===== config.mk =====
export PLATFORM = sky130hd
export DESIGN_NAME = cnt_seq_monitor
export DESIGN_NICKNAME = d
export VERILOG_FILES = /design/src/rtl/cnt_seq_monitor.sv
export SDC_FILE = /design/constraint.sdc
export NUM_CORES = 1
export LEC_CHECK = 0
export BUFFER_PORTS_ARGS = -buffer_cell sky130_fd_sc_hd__clkbuf_2
export CELL_PAD_IN_SITES_DETAIL_PLACEMENT = 1
export CELL_PAD_IN_SITES_GLOBAL_PLACEMENT = 2
export CORE_ASPECT_RATIO = 0.8
export CORE_UTILIZATION = 35
export DETAILED_ROUTE_END_ITERATION = 8
export PLACE_DENSITY_LB_ADDON = 0.1
export SLEW_MARGIN = 20
export SYNTH_ARGS = -nofsm -noshare
export SYNTH_HDL_FRONTEND = slang
export SYNTH_SLANG_ARGS = --single-unit

===== constraint.sdc =====
create_clock -name clk -period 4.2 [get_ports clk]
set_clock_uncertainty 0.2 [all_clocks]
set_input_delay 0.63 -clock clk [delete_from_list [all_inputs] [get_ports clk]]
set_output_delay 0.63 -clock clk [all_outputs]
set_load 0.01 [all_outputs]

===== src/rtl/cnt_seq_monitor.sv =====
// cnt_seq_monitor: integrity and wrap-event monitor for a 4-bit up/down loadable counter.
//
// Samples the counter's controls and output every clock, predicts the next count,
// latches the first deviation and counts verified wrap-arounds (15->0 up, 0->15 down).
//
// Optional build macro: CNT_MON_DIR_STATS_EN adds per-direction wrap counters.
//
// Ports:
//   clk, rst       rising-edge clock, asynchronous active-high reset
//   mon_en         monitor enable (0 forces SYNC)
//   clr            synchronous clear of sticky flags and counters
//   cnt_rst        copy of counter synchronous reset
//   load_en, data  copy of counter load enable and load value
//   up_down        copy of counter direction (1 = up)
//   q_in           counter output
//   wrap_pulse     one-cycle pulse per verified wrap
//   wrap_count     saturating count of verified wraps
//   limit_pulse    one-cycle pulse when wrap_count becomes WRAP_LIMIT
//   mismatch       sticky fault flag
//   fault_q        q_in captured at the first mismatch
//   fault_exp      expected value at the first mismatch
//   wrap_up_count  (macro only) saturating count of verified 15->0 wraps
//   wrap_dn_count  (macro only) saturating count of verified 0->15 wraps
module cnt_seq_monitor #(
    parameter int unsigned WRAP_W     = 8,
    parameter int unsigned WRAP_LIMIT = 16
) (
    input  logic              clk,
    input  logic              rst,
    input  logic              mon_en,
    input  logic              clr,
    input  logic              cnt_rst,
    input  logic              load_en,
    input  logic              up_down,
    input  logic [3:0]        data,
    input  logic [3:0]        q_in,
    output logic              wrap_pulse,
    output logic [WRAP_W-1:0] wrap_count,
    output logic              limit_pulse,
    output logic              mismatch,
    output logic [3:0]        fault_q,
    output logic [3:0]        fault_exp
`ifdef CNT_MON_DIR_STATS_EN
    ,
    output logic [WRAP_W-1:0] wrap_up_count,
    output logic [WRAP_W-1:0] wrap_dn_count
`else
    // per-direction wrap counters are not built
`endif
);

    localparam logic [WRAP_W-1:0] CNT_ONE   = WRAP_W'(1);
    localparam logic [WRAP_W-1:0] CNT_MAX   = '1;
    // wrap_count value one step before the limit is reached
    localparam logic [WRAP_W-1:0] LIMIT_PRE = WRAP_W'(WRAP_LIMIT - 1);

    typedef enum logic [1:0] {
        SYNC  = 2'd0,
        TRACK = 2'd1,
        FAULT = 2'd2
    } state_t;

    state_t     state;
    logic [3:0] exp_q;
    logic       wrap_pend;

    logic [3:0] pred_q;
    logic       pred_wrap;

    // Counter model: cnt_rst over load over count.
    always_comb begin
        pred_q    = q_in;
        pred_wrap = 1'b0;
        if (cnt_rst) begin
            pred_q = 4'h0;
        end else if (load_en) begin
            pred_q = data;
        end else if (up_down) begin
            pred_q    = q_in + 4'h1;
            pred_wrap = (q_in == 4'hF);
        end else begin
            pred_q    = q_in - 4'h1;
            pred_wrap = (q_in == 4'h0);
        end
    end

`ifdef CNT_MON_DIR_STATS_EN
    // direction of the pending wrap (1 = up)
    logic wrap_dir;
`endif

    // Monitor FSM with registered outputs.
    always_ff @(posedge clk or posedge rst) begin
        if (rst) begin
            state       <= SYNC;
            exp_q       <= 4'h0;
            wrap_pend   <= 1'b0;
            wrap_pulse  <= 1'b0;
            wrap_count  <= '0;
            limit_pulse <= 1'b0;
            mismatch    <= 1'b0;
            fault_q     <= 4'h0;
            fault_exp   <= 4'h0;
`ifdef CNT_MON_DIR_STATS_EN
            wrap_dir      <= 1'b0;
            wrap_up_count <= '0;
            wrap_dn_count <= '0;
`endif
        end else begin
            wrap_pulse  <= 1'b0;
            limit_pulse <= 1'b0;
            if (clr) begin
                // clr wins over any same-edge mismatch or wrap
                state      <= SYNC;
                exp_q      <= 4'h0;
                wrap_pend  <= 1'b0;
                wrap_count <= '0;
                mismatch   <= 1'b0;
                fault_q    <= 4'h0;
                fault_exp  <= 4'h0;
`ifdef CNT_MON_DIR_STATS_EN
                wrap_dir      <= 1'b0;
                wrap_up_count <= '0;
                wrap_dn_count <= '0;
`endif
            end else begin
                case (state)
                    SYNC: begin
                        if (mon_en) begin
                            exp_q     <= pred_q;
                            wrap_pend <= pred_wrap;
`ifdef CNT_MON_DIR_STATS_EN
                            wrap_dir  <= up_down;
`endif
                            state     <= TRACK;
                        end
                    end
                    TRACK: begin
                        if (!mon_en) begin
                            // expectation discarded, counters held
                            exp_q     <= 4'h0;
                            wrap_pend <= 1'b0;
                            state     <= SYNC;
                        end else if (q_in != exp_q) begin
                            mismatch  <= 1'b1;
                            fault_q   <= q_in;
                            fault_exp <= exp_q;
                            wrap_pend <= 1'b0;
                            state     <= FAULT;
                        end else begin
                            exp_q     <= pred_q;
                            wrap_pend <= pred_wrap;
`ifdef CNT_MON_DIR_STATS_EN
                            wrap_dir  <= up_down;
`endif
                            if (wrap_pend) begin
                                wrap_pulse <= 1'b1;
                                if (wrap_count != CNT_MAX) begin
                                    wrap_count <= wrap_count + CNT_ONE;
                                    if (wrap_count == LIMIT_PRE) begin
                                        limit_pulse <= 1'b1;
                                    end
                                end
`ifdef CNT_MON_DIR_STATS_EN
                                if (wrap_dir) begin
                                    if (wrap_up_count != CNT_MAX) begin
                                        wrap_up_count <= wrap_up_count + CNT_ONE;
                                    end
                                end else begin
                                    if (wrap_dn_count != CNT_MAX) begin
                                        wrap_dn_count <= wrap_dn_count + CNT_ONE;
                                    end
                                end
`endif
                            end
                        end
                    end
                    FAULT: begin
                        // frozen until clr or rst
                    end
                    default: begin
                        state <= SYNC;
                    end
                endcase
            end
        end
    end

endmodule


* After elaboration in Yosys (flattened, before gate mapping)
Index checks and enable logic that the tools add are counted.
** Operators by class
- $add $sub $neg :: 3
- Equal/unequal tests :: 11
- Multiplexer cells :: 51
- Reduce and logical (&&, ||, !) cells :: 13
** Operators by type and width (number)
- 2-to-1 mux 4 bit :: 15
- 2-to-1 mux 8 bit :: 6
- 2-to-1 mux 1 bit :: 23
- nonzero test 2 bit :: 5
- AND reduction 3 bit :: 3
- adder 8 x 1 -> 8 bit (second input constant) :: 1
- == test 8 x 4 -> 1 bit (second input constant) :: 1
- 2-to-1 mux 2 bit :: 4
- inequality test 4 bit (second input constant) :: 2
- inequality test 8 bit (second input constant) :: 1
- case mux 4 bit (2 select lines) :: 1
- case mux 2 bit (3 select lines) :: 1
- AND reduction 5 bit :: 1
- adder 4 x 1 -> 4 bit (second input constant) :: 1
- == test 4 bit (second input constant) :: 1
- zero test 4 bit :: 1
- inequality test 2 bit (second input constant) :: 2
- inequality test 4 bit :: 1
- subtractor 4 x 1 -> 4 bit (second input constant) :: 1
- inequality test 3 bit (second input constant) :: 1
- nonzero test 3 bit :: 1
- == test 2 x 1 -> 1 bit (second input constant) :: 1
- == test 2 bit (second input constant) :: 1
- zero test 2 bit :: 1
- 2 further kinds :: 2
** Storage, ports and cells
- Register bits :: 26
- Input bits :: 15
- Output and inout bits :: 19
- Logic and storage cells :: 87

* Logic depth before layout (Yosys ltp)
- Depth in word-level cells :: 8
- Gate-level depth with buffers :: 7

* Least setup slack after synthesis
OpenSTA, ideal clock, no wires.
- Kind :: in2reg
- From :: input up_down
- To :: register exp_q[3]
- Setup time :: 0.122 ns
- Arrival time :: 1.744 ns
- Slack :: 2.134 ns
- Cell stages on the path :: 7
- Path buffers :: 0
- Path through :: inv_1 > ha_1 > a21o_1 > a21oi_1 > xnor2_1 > o21ai_0 > a32o_1
** On the way
- Longest elaborated chain between the ends :: 7
- Elaborated cells between the ends (all ways) :: 8
- Classes of those cells :: mux: 8
** Ends and longest elaborated chain
- start, declared :: RTL line 34 : input logic up_down,
- 2-to-1 mux 4 bit * :: RTL line 78 : end else if (up_down) begin
- 2-to-1 mux 4 bit * :: RTL line 76 : end else if (load_en) begin
- 2-to-1 mux 4 bit * :: RTL line 74 : if (cnt_rst) begin
- 2-to-1 mux 4 bit :: RTL line 144 : end else if (q_in != exp_q) begin
- 2-to-1 mux 4 bit :: RTL line 139 : if (!mon_en) begin
- case mux 4 bit (2 select lines) * :: RTL line 127 : case (state)
- 2-to-1 mux 4 bit * :: RTL line 112 : if (clr) begin
- end signal, assigned :: RTL line 130 : exp_q <= pred_q;
- end signal, assigned :: RTL line 151 : exp_q <= pred_q;
- end, declared :: RTL line 64 : logic [3:0] exp_q;
Every way passes the cells marked *; elsewhere a longest branch is shown, timed or not. The select of a mux whose other input is x is not followed.
A chain may end at the register's enable or synchronous reset.

* Final worst setup path
- From :: input q_in[1]
- To :: register fault_exp[1]
** On the way
- Longest elaborated chain between the ends :: 3
** Ends and longest elaborated chain
- start, declared :: RTL line 36 : input logic [3:0] q_in,
- inequality test 4 bit :: RTL line 144
- nonzero test 2 bit (no line)
- AND reduction 3 bit (no line)
- end signal, assigned :: RTL line 147 : fault_exp <= exp_q;
- end, declared :: RTL line 42 : output logic [3:0] fault_exp
No other way between the ends.

==> impl_metrics.env <==
export IMPL_ys_seq_area_share_pct=46.1
export IMPL_portBuffers=33
export IMPL_final_common_cell="clkbuf_2"
export IMPL_via_count=1075
export IMPL_wire_per_inst_microns=14.4
export IMPL_first_global_vias=1104
export IMPL_placed_cell_area_sq_um=1620
export IMPL_tightest_slew_ns=0.989
export IMPL_grt_usage_pct=16.9
export IMPL_grt_max_degree=27
export IMPL_synth_distinct_cells=38
export IMPL_final_cell_mix="clkbuf_2, dfrtp_1, nor2_1, xnor2_1"
export IMPL_period_needed_ns=2.47
export IMPL_design_core_area_sq_um=3830
export IMPL_relSlewSlack_pct=33.8
export IMPL_final_max_slew_viol_count=0
export IMPL_setup_viol=0
export IMPL_initial_core_util_pct=36.9
export IMPL_fmax_mhz=405
export IMPL_fin_setup_tns_ns=0
export IMPL_diodes=0
export IMPL_syn_num_nets=156
export IMPL_clkSinkCount=26
export IMPL_cts_repair_resized=0
export IMPL_insertion_delay_ns=0.27
export IMPL_drt_iter0_markers=16
export IMPL_route_detailed_drc=0
export IMPL_vias_per_cell=4.78
export IMPL_die_area_sq_um=4290
export IMPL_grt_pass1_wl_microns=5440
export IMPL_p_leak_nw=0.798
export IMPL_root_buffer="clkbuf_8"
export IMPL_cp_max_fo=12
export IMPL_postRouteAntennaNets=0
export IMPL_synth_area_per_cell_sq_um=10.3
export IMPL_ir_worst_vdd_uv=192
export IMPL_hold_slack_ns=0.219
export IMPL_crit_path_start_kind="input port"
export IMPL_grt_overflow=0
export IMPL_firstDrtPassIters=4
export IMPL_io_pins=34
export IMPL_design_area_sq_um=1690
export IMPL_status="complete, no violations"
export IMPL_synth_cells=137
export IMPL_fp_dieH_microns=58.8
export IMPL_critPathRequiredTime_ns=4.15
export IMPL_hold_viol=0
export IMPL_hpwl_microns=2530
export IMPL_ctsHoldBuffers=0
export IMPL_cts_max_path_buffers=2
export IMPL_crit_type="in2reg"
export IMPL_wirelength_microns=3240
export IMPL_die_w_microns=73.0
export IMPL_maxCapViolations=0
export IMPL_cts_made_buffers=3
export IMPL_drive_above_1_share_pct=26.5
export IMPL_path_clk_slew_ns=0.09
export IMPL_finalCritPeriodShare_pct=58.8
export IMPL_syn_to_final_growth_pct=20.0
export IMPL_nets=190
export IMPL_antenna_found_initial=0
export IMPL_synth_yosys_warnings=0
export IMPL_row_count=20
export IMPL_postCtsSetupBuffers=0
export IMPL_htree_levels=1
export IMPL_cts_tree="yes"
export IMPL_p_per_area_nw_per_um2=310
export IMPL_gp_congestion=0.832
export IMPL_crit_path_end_kind="flip-flop"
export IMPL_synth_area_sq_um=1410
export IMPL_ys_ff_latch=26
export IMPL_cp_arrival_ns=2.42
export IMPL_hold_class="in2async"
export IMPL_rsz0062_at_grt="no"
export IMPL_reg2reg_depth=6
## cells in the mapped netlist (all sizes together)
| master | number | share of area (%) |
|---|---|---|
| nand4 | 2 | 0.89 |
| inv | 6 | 1.6 |
| and3b | 1 | 0.62 |
| o2bb2ai | 3 | 1.9 |
| a211oi | 1 | 0.53 |
| or2 | 1 | 0.44 |
| nor3b | 2 | 1.4 |
| nor3 | 6 | 2.8 |
| clkbuf | 2 | 0.53 |
| a31oi | 1 | 0.44 |
| nor4 | 2 | 3.0 |
| or4 | 1 | 0.53 |
| buf | 3 | 1.6 |
| and4b | 1 | 0.71 |
| a21o | 1 | 0.53 |
| o2111ai | 1 | 0.62 |
| o21ai | 4 | 1.7 |
| nand2 | 10 | 2.7 |
| nor2 | 21 | 5.6 |
| a21oi | 5 | 1.8 |
| and4 | 1 | 0.62 |
| a32o | 1 | 0.71 |
| o21bai | 1 | 0.53 |
| nand3 | 3 | 1.1 |
| ha | 3 | 2.7 |
| dfrtp | 26 | 46 |
| nand3b | 1 | 0.53 |
| fa | 1 | 1.4 |
| xnor2 | 12 | 7.4 |
| and3 | 1 | 0.44 |
| mux2i | 10 | 7.1 |
| xor2 | 1 | 0.62 |
| nand2b | 2 | 0.89 |
## logic make-up (layout without fill, tap and decap cells)
logic type / after synthesis / after routing / share of synthesized area [%]
buf+inv: 11 / 44 / 3.72
compound gates: 18 / 18 / 8.69
xor+xnor: 13 / 13 / 8.07
simple gates: 55 / 55 / 22.3
mux: 10 / 10 / 7.09
fa+ha+maj: 4 / 4 / 4.08
flops: 26 / 26 / 46.1
## power breakdown
group          internal, mW  switching (mW)  leakage, nW  total [mW]
Combinational        0.0243          0.0350        0.402      0.0593
Sequential            0.255         0.00479        0.360       0.260
Clock                 0.127          0.0780       0.0357       0.205
## path summary, 6_finish.rpt
| kind | start | to | slack (ns) |
|---|---|---|---|
| worst max-delay path | q_in[1] | fault_exp[1] | 1.73 |
| worst min-delay path | rst | wrap_count[4] | 0.22 |
| worst max register to register | exp_q[1] | fault_exp[1] | 1.83 |
| worst min register to register | mismatch | mismatch | 0.31 |
| max in group asynchronous | rst | exp_q[3] | 3.15 |
| min in group clk | mismatch | mismatch | 0.31 |
## layout make-up
| cell class | instances | area (sq um) |
|---|---|---|
| Timing Repair Buffer | 34 | 173 |
| Clock buffer | 3 | 41.3 |
| Fill cell | 450 | 2130 |
| Multi-Input combinational cell | 100 | 708 |
| Inverter | 6 | 22.5 |
| Sequential cell | 26 | 651 |
| Clock inverter | 1 | 30.0 |
| Tap cell | 55 | 68.8 |
## per-stage QoR
stage	power, mW	std cells	util (%)	worst slack (ns)
global placement	0.324	221	42.4	1.50
detailed placement	0.326	221	42.4	1.41
global route	0.548	225	44.2	1.56
floorplan	0.304	137	-	2.13
finish	0.524	225	44.2	1.73
CTS	0.533	225	44.2	1.70
## sequential cells by signal, indices dropped and copies added, names as in the netlist
| signal | flops |
|---|---|
| fault_exp | 4 |
| wrap_pulse | 1 |
| limit_pulse | 1 |
| mismatch | 1 |
| fault_q | 4 |
| exp_q | 4 |
| wrap_count | 8 |
| wrap_pend | 1 |
| state | 2 |
## worst max-delay path: stages
cell	delay (ns)
clkbuf_2	0.15
xnor2_1	0.15
nand4_1	0.09
buf_4	0.21
nor3b_2	0.83
mux2i_1	0.30
nor2_1	0.06
## layer usage
layer	share of wire (%)	track usage, %
met3	2.8	4.11
met2	45	26.6
met4	0.49	3.36
met1	51	23.9
met5	0	0
No activity file was read; power rests on OpenSTA's default activity.
